## src/rtl/uart_pkg.sv

```systemverilog
// uart_pkg: definitions shared by the UART receive and transmit paths.
//   uart_state_e   - receiver frame state
//   DEFAULT_*      - default system clock and line rate
//   calc_tick_div  - system clocks per oversampling tick (truncated, minimum 1)
package uart_pkg;

  typedef enum logic [2:0] {
    IDLE,
    START,
    DATA,
    STOP,
    WAIT_HIGH
  } uart_state_e;

  localparam int DEFAULT_SYSTEM_CLOCK_FREQ = 100000000;
  localparam int DEFAULT_BAUD_RATE         = 115200;

  function automatic int calc_tick_div(input int clk_freq, input int baud, input int oversample);
    int div;
    div = clk_freq / (baud * oversample);
    if (div < 1) div = 1;
    return div;
  endfunction

endpackage

```

## src/rtl/uart_tick_gen.sv

```systemverilog
// uart_tick_gen: free-running divider producing one-clk oversampling ticks.
//   clk      - system clock
//   reset_n  - asynchronous active-low reset
//   clear_i  - forces the divider back to 0 (re-phases ticks)
//   tick_o   - high for one clk when the divider wraps
module uart_tick_gen #(
  parameter int DIVIDER = 2
) (
  input  logic clk,
  input  logic reset_n,
  input  logic clear_i,
  output logic tick_o
);

  localparam int CNT_W = (DIVIDER > 1) ? $clog2(DIVIDER) : 1;
  localparam logic [CNT_W-1:0] LAST = CNT_W'(DIVIDER - 1);

  logic [CNT_W-1:0] cnt_q, cnt_d;
  logic             wrap;

  assign wrap   = (cnt_q == LAST);
  assign tick_o = wrap;

  always_comb begin
    cnt_d = cnt_q + CNT_W'(1);
    if (clear_i || wrap) cnt_d = '0;
  end

  always_ff @(posedge clk or negedge reset_n) begin
    if (!reset_n) cnt_q <= '0;
    else          cnt_q <= cnt_d;
  end

endmodule

```

## src/rtl/uart_rx.sv

```systemverilog
// uart_rx: 8N1-style UART receiver with valid/ready byte output.
//   clk        - system clock
//   reset_n    - asynchronous active-low reset
//   rx         - serial line (asynchronous, idle high)
//   data       - received byte, stable while valid
//   valid      - data holds an unconsumed byte
//   ready      - consumer takes data when valid && ready at posedge
//   frame_err  - one-clk pulse: stop bit sampled low
//   overrun    - one-clk pulse: completed byte dropped (valid && !ready)
module uart_rx
  import uart_pkg::*;
#(
  parameter int SYSTEM_CLOCK_FREQ = DEFAULT_SYSTEM_CLOCK_FREQ,
  parameter int BAUD_RATE         = DEFAULT_BAUD_RATE,
  parameter int OVERSAMPLE        = 16,
  parameter int DATA_BITS         = 8
) (
  input  logic                 clk,
  input  logic                 reset_n,
  input  logic                 rx,
  output logic [DATA_BITS-1:0] data,
  output logic                 valid,
  input  logic                 ready,
  output logic                 frame_err,
  output logic                 overrun
);

  localparam int TICK_DIV = calc_tick_div(SYSTEM_CLOCK_FREQ, BAUD_RATE, OVERSAMPLE);
  localparam int OS_W     = $clog2(OVERSAMPLE);
  localparam int IDX_W    = $clog2(DATA_BITS);
  localparam logic [OS_W-1:0]  HALF_LAST = OS_W'(OVERSAMPLE / 2 - 1);
  localparam logic [OS_W-1:0]  FULL_LAST = OS_W'(OVERSAMPLE - 1);
  localparam logic [IDX_W-1:0] LAST_IDX  = IDX_W'(DATA_BITS - 1);

  uart_state_e          state_q, state_d;
  logic                 rx_meta_q, rx_s_q;
  logic [OS_W-1:0]      tick_cnt_q, tick_cnt_d;
  logic [IDX_W-1:0]     bit_idx_q, bit_idx_d;
  logic [DATA_BITS-1:0] shift_q, shift_d;
  logic                 stop_ok_q, stop_ok_d;
  logic                 frame_err_q, frame_err_d;
  logic [DATA_BITS-1:0] data_q, data_d;
  logic                 valid_q, valid_d;
  logic                 overrun_q, overrun_d;
  logic                 tick, clear_tick;

  // Holding the divider cleared throughout IDLE re-phases ticks to the start edge.
  uart_tick_gen #(.DIVIDER(TICK_DIV)) u_tick_gen (
    .clk     (clk),
    .reset_n (reset_n),
    .clear_i (clear_tick),
    .tick_o  (tick)
  );

  always_comb begin
    state_d     = state_q;
    tick_cnt_d  = tick_cnt_q;
    bit_idx_d   = bit_idx_q;
    shift_d     = shift_q;
    stop_ok_d   = 1'b0;
    frame_err_d = 1'b0;
    clear_tick  = 1'b0;
    case (state_q)
      IDLE: begin
        clear_tick = 1'b1;
        tick_cnt_d = '0;
        bit_idx_d  = '0;
        if (!rx_s_q) state_d = START;
      end
      START: if (tick) begin
        // Mid start bit: a high line here means the low was only a glitch.
        if (tick_cnt_q == HALF_LAST) begin
          tick_cnt_d = '0;
          bit_idx_d  = '0;
          state_d    = rx_s_q ? IDLE : DATA;
        end else begin
          tick_cnt_d = tick_cnt_q + OS_W'(1);
        end
      end
      DATA: if (tick) begin
        if (tick_cnt_q == FULL_LAST) begin
          tick_cnt_d         = '0;
          shift_d[bit_idx_q] = rx_s_q;
          if (bit_idx_q == LAST_IDX) state_d = STOP;
          else                       bit_idx_d = bit_idx_q + IDX_W'(1);
        end else begin
          tick_cnt_d = tick_cnt_q + OS_W'(1);
        end
      end
      STOP: if (tick) begin
        if (tick_cnt_q == FULL_LAST) begin
          tick_cnt_d = '0;
          if (rx_s_q) begin
            stop_ok_d = 1'b1;
            state_d   = IDLE;
          end else begin
            frame_err_d = 1'b1;
            state_d     = WAIT_HIGH;
          end
        end else begin
          tick_cnt_d = tick_cnt_q + OS_W'(1);
        end
      end
      // A held-low break must not be mistaken for a new start bit.
      WAIT_HIGH: if (rx_s_q) state_d = IDLE;
      default: state_d = IDLE;
    endcase
  end

  // Delivery one clk after a good stop sample; shift_q cannot change meanwhile.
  always_comb begin
    data_d    = data_q;
    valid_d   = valid_q;
    overrun_d = 1'b0;
    if (stop_ok_q) begin
      if (!valid_q || ready) begin
        data_d  = shift_q;
        valid_d = 1'b1;
      end else begin
        overrun_d = 1'b1;
      end
    end else if (valid_q && ready) begin
      valid_d = 1'b0;
    end
  end

  always_ff @(posedge clk or negedge reset_n) begin
    if (!reset_n) begin
      rx_meta_q   <= 1'b1;
      rx_s_q      <= 1'b1;
      state_q     <= IDLE;
      tick_cnt_q  <= '0;
      bit_idx_q   <= '0;
      shift_q     <= '0;
      stop_ok_q   <= 1'b0;
      frame_err_q <= 1'b0;
      data_q      <= '0;
      valid_q     <= 1'b0;
      overrun_q   <= 1'b0;
    end else begin
      rx_meta_q   <= rx;
      rx_s_q      <= rx_meta_q;
      state_q     <= state_d;
      tick_cnt_q  <= tick_cnt_d;
      bit_idx_q   <= bit_idx_d;
      shift_q     <= shift_d;
      stop_ok_q   <= stop_ok_d;
      frame_err_q <= frame_err_d;
      data_q      <= data_d;
      valid_q     <= valid_d;
      overrun_q   <= overrun_d;
    end
  end

  assign data      = data_q;
  assign valid     = valid_q;
  assign frame_err = frame_err_q;
  assign overrun   = overrun_q;

endmodule

```

## config.mk

```make
export PLATFORM = sky130hd
export DESIGN_NAME = uart_rx
export DESIGN_NICKNAME = d
export VERILOG_FILES = /design/src/rtl/uart_pkg.sv /design/src/rtl/uart_tick_gen.sv /design/src/rtl/uart_rx.sv
export SDC_FILE = /design/constraint.sdc
export NUM_CORES = 1
export LEC_CHECK = 0
export BUFFER_PORTS_ARGS = -buffer_cell sky130_fd_sc_hd__buf_2
export CELL_PAD_IN_SITES_DETAIL_PLACEMENT = 1
export CELL_PAD_IN_SITES_GLOBAL_PLACEMENT = 1
export CORE_ASPECT_RATIO = 1.25
export CORE_MARGIN = 5
export CORE_UTILIZATION = 42
export CTS_CLUSTER_DIAMETER = 200
export DETAILED_ROUTE_END_ITERATION = 10
export HOLD_SLACK_MARGIN = 0.1
export PLACE_DENSITY_LB_ADDON = 0.1
export SLEW_MARGIN = 20
export SYNTH_ARGS = -nofsm -noshare
export SYNTH_HDL_FRONTEND = slang
export SYNTH_SLANG_ARGS = --single-unit
```

## constraint.sdc

```tcl
create_clock -name clk -period 1.7 [get_ports clk]
set_input_delay 0.255 -clock clk [delete_from_list [all_inputs] [get_ports clk]]
set_output_delay 0.255 -clock clk [all_outputs]
set_load 0.1 [all_outputs]
```

Yosys cells after proc, flatten, opt, wreduce, memory -nomap -nowiden:

Index checks and enable logic that the tools add are counted.

* register bits after elaboration: 38
* latch bits: 0
* RAM bits: 0
* ROM bits: 0
* input port bits: 4
* memories kept: 0

* $add $sub $neg: 3
* multipliers: 0
* div/mod/pow operators: 0
* order comparisons: 2
* equality and inequality tests: 20
* shift operators: 0
* muxes and demuxes: 41
* bitwise gates (word level): 0
* reduce and logical (&&, ||, !) cells: 16

Operators by type and width (count)
* $mux 3: 15
* $mux 4: 4
* $mux 1: 15
* $pmux 3 s5: 1
* $ne 2x2->1 const B: 7
* $pmux 4 s3: 1
* $ne 2x1->1 const B: 5
* $pmux 3 s3: 1
* $reduce_and 9->1: 1
* $bwmux 8: 1
* $add 6x1->6 const B: 1
* $eq 3x2->1 const B: 2
* $eq 3x3->1 const B: 2
* $eq 6x6->1 const B: 1
* $mux 6: 1
* $reduce_and 3->1: 2
* $reduce_and 6->1: 1
* $reduce_bool 3->1: 2
* $add 4x1->4 const B: 1
* $eq 4x3->1 const B: 1
* $eq 4x4->1 const B: 1
* $lt 3x4->1 const B: 1
* $reduce_and 2->1: 2
* $add 3x1->3 const B: 1
* 10 further kinds: 12

Depth between registers and ports, before layout:

* word-level depth: 5
* gate-level depth with buffers: 7
* gate-level depth less buffers: 6

Hierarchy:

From an unflattened synthesis, not the netlist that was laid out.

* cell total of the unflattened synthesis: 157
* area total of the unflattened synthesis: 1770.4 µm²

By module, submodules not included
* uart_rx: times used 1, cells an instance 131, area an instance 1490.2 µm², seq. area each 803.3 µm²
* uart_tick_gen: times used 1, cells an instance 26, area an instance 280.3 µm², seq. area each 150.1 µm²

Least setup slack after synthesis:

No wires, ideal clock.

* path kind: reg2reg
* start: reg u_tick_gen.cnt_q[1]
* end: reg shift_q[1]
* arrival: 1733 ps
* required time: 1572 ps
* setup slack: -161 ps
* stages on the path, launching flop included: 8
* path buffers: 1
* clock period less this slack: 1861 ps
* path through: dfrtp_1 -> inv_1 -> ha_1 -> nand3b_1 -> or3_1 -> buf_6 -> nor4_1 -> mux2_1

* word-level cells in the longest chain between the ends: 2

Ends and longest elaborated chain
* from (decl): line uart_tick_gen.sv:18 `logic [CNT_W-1:0] cnt_q, cnt_d;`
* from (signal assigned): line uart_tick_gen.sv:31 `else cnt_q <= cnt_d;`
* $eq 6x6->1: line uart_tick_gen.sv:21 `assign wrap = (cnt_q == LAST);`
* $reduce_and 3->1 (no source line)
* to (signal assigned): line uart_rx.sv:146 `shift_q <= shift_d;`
* to (decl): line uart_rx.sv:39 `logic [DATA_BITS-1:0] shift_q, shift_d;`

Every way passes these cells.
A chain may end at the register's enable or synchronous reset.

Worst setup path in the final report:

* start: reg u_tick_gen.cnt_q[1]
* end: reg shift_q[6]

Same word-level chain as after synthesis.

==> impl_metrics.env <==
export IMPL_synth_top_area_frac=0.510
export IMPL_sw_frac_of_total=0.222
export IMPL_p_leak_nw=1.23
export IMPL_h_tree_depth=2
export IMPL_antenna_found_initial=0
export IMPL_critical_path_max_fanout=5
export IMPL_finish_instance_area_um2=2490
export IMPL_fin_nets=223
export IMPL_pwr_share_clk=0.409
export IMPL_cp_top_family="simple AND/OR/NAND/NOR gates"
export IMPL_syn_area_um2=1770
export IMPL_fmax_mhz=535
export IMPL_synth_area_leader_cell="dfrtp_1"
export IMPL_fin_crit_ns=1.87
export IMPL_ioPinCount=15
export IMPL_synth_most_common_cell="dfrtp_1"
export IMPL_crit_arrival_ns=2.05
export IMPL_hp_class="in2reg"
export IMPL_synth_cells=158
export IMPL_gp_congestion=0.769
export IMPL_p_per_area_nw_per_um2=642
export IMPL_insertion_delay_ns=0.30
export IMPL_clockBufferDepth=2
export IMPL_drt_pass1_iter_count=4
export IMPL_run_status="finished, violations left"
export IMPL_tritoncts="yes"
export IMPL_end_kind="flip-flop"
export IMPL_ys_seq_elements=38
export IMPL_grt_pass1_wl_mm=7.67
export IMPL_synth_top_flop_cell="dfrtp_1"
export IMPL_internal_power_mw=1.24
export IMPL_synth_warnings=0
export IMPL_p_comb_frac=0.020
export IMPL_rows=26
export IMPL_final_setup_worst_slack_ns=-0.168
export IMPL_ys_top_cells_by_area="dfrtp_1 51%, mux2_2 9.6%, ha_1 3.5%"
export IMPL_syn_num_nets=167
export IMPL_cts_buffers=5
export IMPL_critical_path_cell_chain="inv_1 -> ha_1 -> nand3b_1 -> or3_4 -> buf_6 -> nor3_4 -> mux2_4"
export IMPL_final_max_slew_viol_count=0
export IMPL_chipHeight_um=82.5
export IMPL_die_area_um2=5610
export IMPL_grt_usage=0.184
export IMPL_start_kind="flip-flop"
export IMPL_timing_final_hold_violations=0
export IMPL_seqPwrFrac=0.571
export IMPL_rsz0062_at_grt="yes"
export IMPL_via_per_inst=5.35
export IMPL_fillCellCount=430
export IMPL_grt_pass1_vias=1641
export IMPL_async_flop_share=1.00
export IMPL_clock_skew_ns=0.00762
export IMPL_synth_top_cells_by_count="36 x dfrtp_1, 15 x mux2_2, 13 x nand2_1, 13 x nor2_1"
export IMPL_wl_per_cell_um=18.2
export IMPL_routed_wl_mm=4.92
export IMPL_slew_headroom=0.671
export IMPL_ir_worst_vdd_v=0.000477
export IMPL_cts_root_buffer="clkbuf_8"
export IMPL_antenna_cells=0
export IMPL_port_buffers=14
export IMPL_path_clk_slew_ns=0.08
export IMPL_path_class="reg2reg"
export IMPL_syn_to_final_growth_pct=41.1
export IMPL_vias=1450
export IMPL_start_util=0.434
export IMPL_dp_hpwl_mm=3.09
export IMPL_die_w_um=68.0
export IMPL_synth_seq_area_share=0.540
export IMPL_drt_initial_drc_count=38
export IMPL_required_ns=1.89
export IMPL_grt_overflow=0
export IMPL_drc_errors=0
export IMPL_timing_final_crit_share=1.10
export IMPL_syn_avg_cell_area_um2=11.2
export IMPL_grt_max_degree=21
export IMPL_p_switching_mw=0.355
export IMPL_post_dp_cell_area_um2=2190
export IMPL_ant_nets=0
export IMPL_critPathMaxStageDelay_ns=0.40
export IMPL_core_um2=4070
export IMPL_path_buf_inv=2
export IMPL_layout_drive_gt1_share=0.479
export IMPL_drv_cap=0
export IMPL_max_slew_worst_pin_slew_ns=0.493
export IMPL_violations="setup timing"
export IMPL_crit_slowest_cell="or3_4"
export IMPL_numClockSinks=38
export IMPL_synth_distinct_cells=40
export IMPL_setup_tns_ns=-1.30
export IMPL_finalSetupViolCount=11
export IMPL_synth_edf_count=0
## stage by stage
step                setup slack, ns  power, mW  hold slack, ns  instances  utilization
finish                       -0.168       1.60           0.322        271        0.613
global placement             -0.178      0.958           0.241        254        0.539
CTS                          -0.153       1.61           0.239        268        0.591
global route                 -0.262       1.66           0.357        271        0.613
floorplan                    -0.113      0.931         -0.0406        158            -
detailed placement           -0.205      0.959           0.248        254        0.539
## flip-flops by register name, summed over array words and instances (netlist names)
register          flops
u_tick_gen.cnt_q      6
shift_q               8
rx_meta_q             1
data                  8
bit_idx_q             3
tick_cnt_q            4
overrun               1
rx_s_q                1
stop_ok_q             1
state_q               3
valid                 1
frame_err             1
## kinds of logic after synthesis
logic type | synth area share
fa+ha+maj | 0.0354
mux | 0.108
simple gates | 0.170
xor+xnor | 0.0248
buf+inv | 0.0234
compound gates | 0.0984
flops | 0.540
## worst paths after layout
| kind | startpoint | end | slack, ns | depth (start not counted) |
|---|---|---|---|---|
| setup reg to reg | u_tick_gen.cnt_q[1]$_DFF_PN0_ | shift_q[6]$_DFFE_PN0P_ | -0.17 | 7 |
| max in group asynchronous | reset_n | rx_meta_q$_DFF_PN1_ | 0.69 | 3 |
| hold reg to reg | rx_meta_q$_DFF_PN1_ | rx_s_q$_DFF_PN1_ | 0.35 | 0 |
| min in group asynchronous | reset_n | shift_q[5]$_DFFE_PN0P_ | 0.45 | 2 |
| hold / removal | ready | overrun$_DFF_PN0_ | 0.32 | 3 |
| setup / recovery | u_tick_gen.cnt_q[1]$_DFF_PN0_ | shift_q[6]$_DFFE_PN0P_ | -0.17 | 7 |
## cell usage in the layout (no fill, tap or decap), types with 4 or more instances in the layout
master,count
buf_2,14
nor3_4,6
o21ai_0,4
inv_1,4
mux2_2,9
clkbuf_8,6
nor2_1,11
nand2_1,13
dfrtp_1,35
mux2_4,8
ha_1,5
nand2b_1,4
o211ai_1,4
nand3_1,5
buf_4,35
## power groups by stage
stage | combinational, mW | clock (mW) | sequential, mW
after detailed placement | 0.0287 | 0 | 0.931
final | 0.0314 | 0.655 | 0.914
after global placement | 0.0277 | 0 | 0.931
after floorplan | 0.00417 | 0 | 0.926
after global routing | 0.0364 | 0.709 | 0.914
after CTS | 0.0326 | 0.665 | 0.913
## routing by layer
metal	up-vias	part of all wire	track usage
met4	0	0.023	0.0676
met2	20	0.58	0.359
li1	684	-	-
met5	-	0	0
met3	10	0.025	0.0244
met1	736	0.37	0.195
## tightest hold or removal path, delay by kind of cell
| kind | cells | cell delay, ns |
|---|---|---|
| and+or+nand+nor | 2 | 0.25 |
| buffers and inverters | 1 | 0.09 |
## repair_timing
action                                 in CTS  in global routing
pin swaps                                   8                  2
hold buffers                                2                  0
gates cloned                                1                  0
gates resized for setup                    14                 15
setup endpoints to repair                  13                 24
setup buffers                               3                  3
endpoints found under the hold margin      20                  0
## layout make-up
type                       count  area (um2)  share of cell area
sequential                    38         955               0.383
clock inverter                 2        12.5             0.00502
tap                           56        70.1              0.0281
clock buffer                   6        82.6              0.0331
inverter                       4        15.0             0.00602
multi-input combinational    111         962               0.386
timing repair buffer          54         395               0.159
No activity file was read; power rests on OpenSTA's default activity.
